--- src/rtl/qm_tx_if.sv ---
// Egress bundle of the queue manager: pointer/data FIFO read ports and the
// framed byte stream toward the port transmitter.
interface qm_tx_if;
  logic        ptr_fifo_empty;
  logic        ptr_fifo_rd;
  logic [15:0] ptr_fifo_dout;
  logic        data_fifo_rd;
  logic [7:0]  data_fifo_dout;
  logic        tx_sof;
  logic        tx_dv;
  logic [7:0]  tx_data;

  modport master (
    input  ptr_fifo_empty, ptr_fifo_dout, data_fifo_dout,
    output ptr_fifo_rd, data_fifo_rd, tx_sof, tx_dv, tx_data
  );

  modport slave (
    output ptr_fifo_empty, ptr_fifo_dout, data_fifo_dout,
    input  ptr_fifo_rd, data_fifo_rd, tx_sof, tx_dv, tx_data
  );
endinterface

--- src/rtl/qm_tx.sv ---
// Queue-manager egress reader: pops a length descriptor, streams that many
// payload bytes as a framed stream with optional length/port header and IFG.
module qm_tx #(
  parameter bit          HDR_EN  = 1'b1,
  parameter logic [3:0]  PORT_ID = 4'b0001,
  parameter int unsigned IFG     = 12
) (
  input  logic        clk,
  input  logic        rstn,
  input  logic        tx_hold,
  qm_tx_if.master     bus,
  output logic        busy,
  output logic [15:0] frame_cnt,
  output logic        err_zero_len
);

  localparam logic [11:0] IFG_CNT = 12'(IFG);

  // Header byte0 is loaded while in PTR and byte1 in the first DATA cycle,
  // so HDR0/HDR1 overlap PTR/DATA and need no states of their own.
  typedef enum logic [2:0] {IDLE, PTR, DATA, DRAIN, GAP} state_t;

  state_t      state, state_nxt;
  logic [11:0] cnt;
  logic [11:0] len_in;
  logic [11:0] hl_in;
  logic [7:0]  hl_lo_q;
  logic        rd_d;
  logic        unused_desc;

  assign len_in      = bus.ptr_fifo_dout[11:0];
  assign hl_in       = len_in + 12'd2;
  assign unused_desc = &{1'b0, bus.ptr_fifo_dout[15:12]};
  assign busy        = (state != IDLE);

  always_ff @(posedge clk or negedge rstn) begin
    if (!rstn) state <= IDLE;
    else       state <= state_nxt;
  end

  always_comb begin
    state_nxt        = state;
    bus.ptr_fifo_rd  = 1'b0;
    bus.data_fifo_rd = 1'b0;
    err_zero_len     = 1'b0;
    unique case (state)
      IDLE: begin
        if (!bus.ptr_fifo_empty && !tx_hold) begin
          bus.ptr_fifo_rd = 1'b1;
          state_nxt       = PTR;
        end
      end
      PTR: begin
        if (len_in == '0) begin
          err_zero_len = 1'b1;
          state_nxt    = IDLE;
        end else begin
          state_nxt = DATA;
        end
      end
      DATA: begin
        bus.data_fifo_rd = 1'b1;
        if (cnt == 12'd1) state_nxt = DRAIN;
      end
      DRAIN: begin
        if (cnt == 12'd1) state_nxt = (IFG == 0) ? IDLE : GAP;
      end
      GAP: begin
        if (cnt == 12'd1) state_nxt = IDLE;
      end
      default: state_nxt = IDLE;
    endcase
  end

  // One down-counter serves the byte count, the drain and the gap in turn.
  always_ff @(posedge clk or negedge rstn) begin
    if (!rstn) begin
      cnt     <= '0;
      hl_lo_q <= '0;
    end else begin
      unique case (state)
        PTR: begin
          cnt     <= len_in;
          hl_lo_q <= hl_in[7:0];
        end
        DATA:    cnt <= (cnt == 12'd1) ? 12'd2 : cnt - 12'd1;
        DRAIN:   cnt <= (cnt == 12'd1) ? IFG_CNT : cnt - 12'd1;
        GAP:     cnt <= cnt - 12'd1;
        default: cnt <= cnt;
      endcase
    end
  end

  // rd_d marks data_fifo_dout as valid this cycle (one-cycle read latency).
  always_ff @(posedge clk or negedge rstn) begin
    if (!rstn) begin
      rd_d        <= 1'b0;
      bus.tx_sof  <= 1'b0;
      bus.tx_dv   <= 1'b0;
      bus.tx_data <= '0;
      frame_cnt   <= '0;
    end else begin
      rd_d        <= bus.data_fifo_rd;
      bus.tx_sof  <= 1'b0;
      bus.tx_dv   <= 1'b0;
      bus.tx_data <= '0;
      if (HDR_EN && state == PTR && len_in != '0) begin
        bus.tx_sof  <= 1'b1;
        bus.tx_dv   <= 1'b1;
        bus.tx_data <= {hl_in[11:8], PORT_ID};
      end else if (HDR_EN && state == DATA && bus.tx_sof) begin
        bus.tx_dv   <= 1'b1;
        bus.tx_data <= hl_lo_q;
      end else if (rd_d) begin
        bus.tx_sof  <= !HDR_EN && !bus.tx_dv;
        bus.tx_dv   <= 1'b1;
        bus.tx_data <= bus.data_fifo_dout;
      end
      if (rd_d && state == DRAIN) frame_cnt <= frame_cnt + 16'd1;
    end
  end

endmodule

--- src/flat_wrapper.sv ---
// flat-port wrapper written by rule: the top's interface ports become plain ports
module qm_tx_flat 
#(
  parameter bit          HDR_EN  = 1'b1,
  parameter logic [3:0]  PORT_ID = 4'b0001,
  parameter int unsigned IFG     = 12
)
  (clk, rstn, tx_hold, busy, frame_cnt, err_zero_len, bus_ptr_fifo_empty, bus_ptr_fifo_dout, bus_data_fifo_dout, bus_ptr_fifo_rd, bus_data_fifo_rd, bus_tx_sof, bus_tx_dv, bus_tx_data);
  qm_tx_if bus_i ();
  input  logic clk;
  input  logic rstn;
  input  logic tx_hold;
  output logic busy;
  output logic [15:0] frame_cnt;
  output logic err_zero_len;
  input wire logic [$bits(bus_i.ptr_fifo_empty)-1:0] bus_ptr_fifo_empty;
  input wire logic [$bits(bus_i.ptr_fifo_dout)-1:0] bus_ptr_fifo_dout;
  input wire logic [$bits(bus_i.data_fifo_dout)-1:0] bus_data_fifo_dout;
  output wire logic [$bits(bus_i.ptr_fifo_rd)-1:0] bus_ptr_fifo_rd;
  output wire logic [$bits(bus_i.data_fifo_rd)-1:0] bus_data_fifo_rd;
  output wire logic [$bits(bus_i.tx_sof)-1:0] bus_tx_sof;
  output wire logic [$bits(bus_i.tx_dv)-1:0] bus_tx_dv;
  output wire logic [$bits(bus_i.tx_data)-1:0] bus_tx_data;
  assign bus_i.ptr_fifo_empty = bus_ptr_fifo_empty;
  assign bus_i.ptr_fifo_dout = bus_ptr_fifo_dout;
  assign bus_i.data_fifo_dout = bus_data_fifo_dout;
  assign bus_ptr_fifo_rd = bus_i.ptr_fifo_rd;
  assign bus_data_fifo_rd = bus_i.data_fifo_rd;
  assign bus_tx_sof = bus_i.tx_sof;
  assign bus_tx_dv = bus_i.tx_dv;
  assign bus_tx_data = bus_i.tx_data;
  qm_tx #(.HDR_EN(HDR_EN), .PORT_ID(PORT_ID), .IFG(IFG)) u_core (.clk(clk), .rstn(rstn), .tx_hold(tx_hold), .bus(bus_i), .busy(busy), .frame_cnt(frame_cnt), .err_zero_len(err_zero_len));
endmodule
--- config.mk ---
export PLATFORM = sky130hd
export DESIGN_NAME = qm_tx_flat
export DESIGN_NICKNAME = d
export VERILOG_FILES = /design/src/rtl/qm_tx_if.sv /design/src/rtl/qm_tx.sv /design/src/flat_wrapper.sv
export SDC_FILE = /design/constraint.sdc
export NUM_CORES = 1
export LEC_CHECK = 0
export BUFFER_PORTS_ARGS = -buffer_cell sky130_fd_sc_hd__clkbuf_2
export CAP_MARGIN = 10
export CORE_UTILIZATION = 51
export CTS_BUF_LIST = sky130_fd_sc_hd__clkbuf_4 sky130_fd_sc_hd__clkbuf_8
export CTS_CLUSTER_DIAMETER = 80
export CTS_CLUSTER_SIZE = 24
export DETAILED_ROUTE_END_ITERATION = 7
export PLACE_DENSITY = 0.88
export SETUP_SLACK_MARGIN = 0.4
export SYNTH_ARGS = -nofsm -noshare
export SYNTH_HDL_FRONTEND = slang
export SYNTH_SLANG_ARGS = --single-unit
--- constraint.sdc ---
create_clock -name clk -period 1.9 [get_ports clk]
set_input_delay 0.38 -clock clk [delete_from_list [all_inputs] [get_ports clk]]
set_output_delay 0.38 -clock clk [all_outputs]
set_load 0.01 [all_outputs]
# Yosys cells after proc, flatten, opt, wreduce, memory -nomap -nowiden
# Cells that the tools add are included.
# totals
ff_bits	50
inputBits	28
out_inout_bits	30
elab_cells	53
# op_classes
n_addsub	3
eq_ne	9
n_mux	21
reduce_logical	12
# op_table
cell	count
12-bit one-hot mux with 4 select lines	1
12-bit two-way mux	2
8-bit two-way mux	3
16-bit by 1-bit adder with 16-bit output (second input constant)	1
3-bit one-hot mux with 5 select lines	1
12-bit by 2-bit adder with 12-bit output (second input constant)	1
12-bit by 1-bit == test with 1-bit output (second input constant)	1
12-bit zero test	1
3-bit two-way mux	4
12-bit nonzero test	1
12-bit by 1-bit subtractor with 12-bit output (second input constant)	1
1-bit two-way mux	9
2-bit by 1-bit != test with 1-bit output (second input constant)	4
3-bit by 2-bit == test with 1-bit output (second input constant)	2
1-bit logical AND	4
4-bit AND reduction	1
4-bit nonzero test	1
3-bit by 1-bit == test with 1-bit output (second input constant)	1
3-bit == test (second input constant)	1
3-bit zero test	1
3-bit nonzero test	1
1-bit zero test	2
2-bit two-way mux	1

# Depth between registers and ports, before layout
# Gate-level depths: netlist (run 1).
# depth
depth_word	4
depth_mapped	7
mapped_depth_nobuf	7

# Worst setup path before layout (run 1)
# Ideal clock, no wire load.
# synth_timing
path_kind	register to register
start	register u_core.cnt[4]
end	register u_core.cnt[10]
setup_time_ns	0.124
arrival_time_ns	1.935
required_ns	1.776
setup_slack_ns	-0.159
stages_incl_launch_ff	6
n_path_buf	0
synth_period_minus_slack_ns	2.059
path_cell_list	dfrtp_1 -> or4_4 -> or2_4 -> or4_1 -> a32oi_1 -> nand2_1
# synth_between
elab_chain_cells	3
elab_cells_between_ends	5
classes_between	1 x add/sub; 1 x eq/ne; 3 x mux
# synth_lines
element	line_no	rtl
from (decl)	qm_tx.sv:24	logic [11:0] cnt;
from (signal assigned)	qm_tx.sv:83	cnt <= len_in;
from (signal assigned)	qm_tx.sv:86	DATA: cnt <= (cnt == 12'd1) ? 12'd2 : cnt - 12'd1;
from (signal assigned)	qm_tx.sv:87	DRAIN: cnt <= (cnt == 12'd1) ? IFG_CNT : cnt - 12'd1;
12-bit by 1-bit subtractor with 12-bit output or 12-bit by 1-bit == test with 1-bit output (tied branches)	qm_tx.sv:86, qm_tx.sv:87, qm_tx.sv:88	
12-bit two-way mux (on tied branches)	qm_tx.sv:87, qm_tx.sv:86	
12-bit one-hot mux with 4 select lines *	qm_tx.sv:81	unique case (state)
# Every way passes the cells marked *; elsewhere a longest branch is shown, timed or not.
# A chain may end at the register's enable or synchronous reset.

# Final worst setup path (run 1)
# layout_timing
start	register u_core.cnt[4]
end	register u_core.cnt[0]
# layout_between
elab_chain_cells	3
elab_cells_between_ends	4
classes_between	1 x eq/ne; 3 x mux
# layout_lines
element	line_no
12-bit by 1-bit == test with 1-bit output *	qm_tx.sv:86, qm_tx.sv:87
12-bit two-way mux (on tied branches)	qm_tx.sv:87, qm_tx.sv:86
12-bit one-hot mux with 4 select lines *	qm_tx.sv:81
# Marks and branches as above.

==> metrics, run 1 <==
Synth warnings 0; GR Util All Layers 31.8%; relative max-transition margin 61.2%; VDD IR max 596 µV; Power Density 473 mW/mm²; vias in the first global route 2649; WP data arrival 2280 ps; row cnt 25; Clk Latency, worst-skew pair 310 ps; Total Power 0.00196 W; Area Overhead vs Synth 56.4%; top cell type's share of synthesized area 47.2%; Comb power frac 5.2%; Die H 74.1 µm; Sink Count 50; final WL 11300 µm; Final Non-Filler Cells 470; CTS tree done; # DRC 0; top cells by count, synth 50 x dfrtp_1, 36 x nand2_1, 26 x nand3_1; Tightest Pin Transition 581 ps; CP top delay family simple AND/OR/NAND/NOR gates; Slew Limit Fails 0; Via density 6.64; initial cell density of the core 54.6%; RSZ-0062 raised after global routing true; Yosys cell types 50; top cell type by total area after synthesis dfrtp_1; H-tree depth 2; Iteration-0 DRC Markers 409; Seq cells post-synth 50; failing checks negative setup slack; synthesized area per cell 9.20 µm²; Clock Skews 6.64 ps; first-pass GRT wire length 12900 µm; Critical R2R Launch u_core.cnt[4]; Synth area leaders dfrtp_1 47%, nand2_1 5.1%, nand3_1 4.9%; input/output buffers 53; WP buf/inv 2; largest net degree at the start of global routing 51; GP Congestion 0.973; Tcrit/Tclk final 110%; hpwl dp 4820 µm; ratio of cells with drive above 1 in the final layout 52.9%; Inserted Clock Buffers 5; Antenna Cells 0; TritonRoute pass-1 iters 7; clock share of power 40.5%; Placement Setup Slack -95.0 ps; Crit. Startpoint u_core.cnt[4]; Post-Syn Instances 288; P_leak 1.95 nW; status finished with violations; CP Cell Sequence or4_4 -> buf_4 -> nor3_4 -> buf_6 -> o21ai_4 -> o21ai_1 -> nand2_1; final hold vios 0; Post-synth EDFFs 0; Flop pwr share 54.3%; setup tns final -1340 ps; setup violators final 16; switching share of power 23.1%; final worst path period need 2090 ps; Remaining Overflow, GRT 0; Total Nets Final 434; top-count cell post-synth dfrtp_1; initial antenna violation count 0; worst setup path class reg2reg; Mapped Nets 320; ys async rst share 100%; Crit path required time 2090 ps; critical path launch point type flip-flop; Post-Place Cells 431; Synth Cell Area 0.00265 mm²; DR WL/cell 24.0 µm; internal power 0.00151 W; Detail Route Antenna Nets 0; CTS clk-pin slew, worst paths 100 ps; Worst Setup End Kind flip-flop; Core Footprint 0.00485 mm²; I/O pin count 58; max_cap viols 0; Vias 3123; Worst Path Max Fanout 7; Worst Slack Setup Final -193 ps; Max stage delay on crit path 560 ps; slowest CP cell or4_4; die area 0.00549 mm²; register area share after synthesis 47.2%; Post-synth top flop dfrtp_1; P_sw 0.000453 W; Hold Crit Class in2async; clk buf depth 2; Die Wd 74.1 µm; dpl cell area 0.00329 mm²; post-route cell area 0.00414 mm²; CTS Root Cell clkbuf_8; fmax 0.478 GHz
-- kinds of logic (layout without fill, tap and decap cells) --
logic type | count (synthesis) | count (layout) | share of synthesized area [%]
buffers and inverters | 16 | 130 | 2.31
AO/OA/AOI/OAI | 54 | 54 | 12.8
flip-flops | 50 | 50 | 47.2
XOR/XNOR | 25 | 25 | 8.27
multiplexers | 2 | 2 | 0.803
AND/OR/NAND/NOR | 136 | 137 | 26.4
adder cells (fa/ha/maj) | 5 | 5 | 2.27
-- cells in the final DEF, fill, tap and decap left out, drive strengths merged, types with 14 or more instances in the layout --
cell,count
nand2,36
nor2,20
nand3,26
xnor2,14
clkbuf,55
o21ai,16
dfrtp,50
buf,67
a21oi,15
-- per-layer routing --
layer	share of wire, %	vias to the layer above	track usage (%)
met5	0	-	0
met2	47	299	52.8
li1	-	1269	-
met1	34	1447	37.7
met3	11	108	6.37
met4	8.6	0	20.3
-- layout make-up --
| class | instances | area, µm² |
|---|---|---|
| clock buffer | 6 | 76.3 |
| clock inverter | 2 | 37.5 |
| fill | 209 | 704 |
| inverter | 6 | 22.5 |
| multi-input combinational | 223 | 1810 |
| sequential | 50 | 1260 |
| tap | 67 | 83.8 |
| timing repair buffer | 116 | 853 |
-- final timing paths --
check	to	slack (ps)	cells after the start
hold / removal	u_core.frame_cnt[3]	50	2
hold reg to reg	u_core.frame_cnt[15]	500	1
min in group clk	u_core.bus.tx_data[2]	320	3
max in group asynchronous	u_core.rd_d	1610	2
setup reg to reg	u_core.cnt[0]	-190	7
setup / recovery	u_core.cnt[0]	-190	7
-- state kept, by name, indices dropped and copies added, names as in the netlist --
signal              cells
u_core.cnt             12
u_core.rd_d             1
u_core.bus.tx_sof       1
u_core.bus.tx_dv        1
u_core.bus.tx_data      8
u_core.hl_lo_q          8
u_core.frame_cnt       16
u_core.state            3
-- power by group through the flow --
stage	Clock (W)	Sequential, W	Combinational (W)
3_3_place_gp	0	0.00108	0.0000871
5_1_grt	0.000822	0.00106	0.000107
2_1_floorplan	0	0.00108	0.0000187
3_5_place_dp	0	0.00108	0.0000878
4_1_cts	0.000771	0.00106	0.0000888
6_report	0.000794	0.00106	0.000101
-- stage by stage --
step | hold slack (ps) | utilization (%)
6_report | 45.3 | 85.5
5_1_grt | 78.6 | 85.5
4_1_cts | 64.2 | 77.6
3_5_place_dp | 391 | 67.8
3_3_place_gp | 389 | 67.8
2_1_floorplan | 84.4 | -
-- what timing repair did --
item / in CTS / in global routing
gates resized for setup: 62 / 68
gates cloned: 1 / 0
pin swaps: 26 / 29
buffers inserted: 14 / 16
endpoints found under the setup margin: 38 / 47
hold buffers: 0 / 0
(Power assumes the default switching activity.)
==> run 2: changes to the inputs <==
--- a/config.mk
+++ b/config.mk
@@ -8,7 +8,7 @@
 export BUFFER_PORTS_ARGS = -buffer_cell sky130_fd_sc_hd__clkbuf_2
 export CAP_MARGIN = 10
 export CORE_UTILIZATION = 51
-export CTS_BUF_LIST = sky130_fd_sc_hd__clkbuf_4 sky130_fd_sc_hd__clkbuf_8
+export CTS_BUF_LIST = sky130_fd_sc_hd__clkbuf_4
 export CTS_CLUSTER_DIAMETER = 80
 export CTS_CLUSTER_SIZE = 24
 export DETAILED_ROUTE_END_ITERATION = 7
==> run 2 against run 1 <==
The flow still finishes with violations (negative setup slack); first-iteration DRC count fell by 14%; die area stayed put; count of clock-buffer cells in the layout unchanged; critical path depth increased by 2; global-route usage decreased by 2.0 points; flip-flop and latch count unchanged; sequential share of layout area is 0.27 points lower; wire length down 3.4%; critical endpoint is now u_core.state[2].
==> metrics, run 2 (synthesis gave the netlist of run 1 again) <==
internal power 0.00139 W; Detail Route Antenna Nets 0; most common cell after layout, fill and taps aside clkbuf_2; max reg flops 16; first-pass GRT wire length 12100 µm; post-route cell area 0.00418 mm²; Crit path required time 2210 ps; Hold Crit Class in2reg; Vias 3091; Post-Place Cells 431; final hold vios 0; CTS Root Cell clkbuf_4; worst hold start bus_ptr_fifo_dout[11]; final worst path period need 2140 ps; Tightest Pin Transition 585 ps; Via density 6.56; WP data arrival 2450 ps; dpl cell area 0.00329 mm²; max_cap viols 0; hpwl dp 4820 µm; setup violators final 22; switching share of power 24.4%; Core Footprint 0.00485 mm²; Inserted Clock Buffers 5; Total Nets Final 435; r2r setup slk -240 ps; I/O pin count 58; Largest regs u_core.frame_cnt x16, u_core.cnt x12; Worst Slack Setup Final -242 ps; ratio of cells with drive above 1 in the final layout 53.7%; final WL 10900 µm; Layout fillers 206; clock share of power 36.8%; P_sw 0.000449 W; initial antenna violation count 0; Antenna Cells 0; Comb power frac 5.4%; Clock Skews 35.1 ps; Slew Limit Fails 0; GP Congestion 0.973; H-tree depth 2; RSZ-0062 raised after global routing true; r2r endpoint u_core.state[2]; Clk Latency, worst-skew pair 420 ps; Sink Count 50; Critical R2R Launch u_core.cnt[0]; Area Overhead vs Synth 57.9%; Final Non-Filler Cells 471; register ranked first by flip-flop count u_core.frame_cnt; initial cell density of the core 54.6%; status finished with violations; worst setup path class reg2reg; VDD IR max 412 µV; Power Density 440 mW/mm²; Die H 74.1 µm; critical path launch point type flip-flop; input/output buffers 53; worst r2r path cells 9; row cnt 25; failing checks negative setup slack; GR Util All Layers 29.8%; largest net degree at the start of global routing 51; most frequent cells in the layout 50 x clkbuf_2, 46 x dfrtp_1, 32 x buf_6, 31 x buf_4, 23 x nand2_1; Iteration-0 DRC Markers 351; Worst Path Max Fanout 3; Flop pwr share 57.8%; Tcrit/Tclk final 113%; clk buf depth 2; Crit. Startpoint u_core.cnt[0]; Remaining Overflow, GRT 0; # DRC 0; TritonRoute pass-1 iters 5; cell count of the worst hold path 3; fmax 0.467 GHz; CTS tree done; die area 0.00549 mm²; P_leak 1.93 nW; Worst Setup End Kind flip-flop; CTS clk-pin slew, worst paths 180 ps; DR WL/cell 23.1 µm; Worst Hold End u_core.cnt[11]; Die Wd 74.1 µm; vias in the first global route 2539; relative max-transition margin 60.9%
run 2: cell types whose count changed in the layout (fill, tap and decap cells not counted), moves of 3 or more:
cell,delta
a21oi_1,-3
nor2_1,-4
nor2_4,+4
nand3_1,+3
clkbuf_4,+5
clkbuf_8,-5
buf_6,+8
a21oi_2,+3
buf_4,-8
run 2: how the worst max path moves through the flow:
stage,to,slack [ps],cells after the start
global placement,u_core.cnt[1],-30,5
global route,u_core.state[2],-280,9
floorplan,u_core.cnt[10],-80,5
CTS,err_zero_len,-110,5
detailed placement,u_core.cnt[8],-100,7
finish,u_core.state[2],-240,9
run 2: final cells by class:
type	instances	area, µm²	share of cell area (%)
clock buffer	6	45.0	1.08
multi-input combinational	223	1840	44.0
sequential	50	1260	30.0
clock inverter	2	37.5	0.898
timing repair buffer	117	898	21.5
tap	67	83.8	2.00
inverter	6	22.5	0.539
run 2: metal layers:
metal	GRT usage, %	part of all wire [%]
met4	17.9	7.3
met5	0	0
met2	49.4	47
met1	35.3	36
met3	7.05	9.8
run 2: per-stage QoR:
step                      util, %  power (W)  hold WS [ps]  setup TNS, ps  setup WS (ps)
after floorplan                 -    0.00110          84.4          -80.2          -80.2
after global placement       67.8    0.00117           389           -113          -29.2
after detailed placement     67.8    0.00117           391           -483          -95.0
after CTS                    76.9    0.00181           226           -432           -107
after global routing         86.2    0.00188           234          -3520           -285
final                        86.2    0.00184           238          -2750           -242
run 2: timing repair:
action | 4_1_cts | 5_1_grt
gates cloned | 1 | 1
pin swaps | 16 | 28
setup endpoints to repair | 39 | 49
hold buffers | 1 | 0
endpoints found under the hold margin | 50 | 0
gates resized for setup | 57 | 87
buffers inserted | 15 | 14
run 2: critical path: stages, from the launching register on:
cell	delay [ps]
dfrtp_1	430
buf_6	110
buf_6	110
ha_4	130
or4b_4	490
nor3_4	250
buf_6	150
buf_6	110
nand3_1	110
o21ai_1	150
run 2: power by group through the flow:
stage / Clock [W] / Combinational, W / Sequential (W)
after floorplan: 0 / 0.0000187 / 0.00108
after global placement: 0 / 0.0000871 / 0.00108
after detailed placement: 0 / 0.0000878 / 0.00108
after CTS: 0.000651 / 0.0000903 / 0.00106
after global routing: 0.000706 / 0.000107 / 0.00106
final: 0.000677 / 0.0000990 / 0.00106
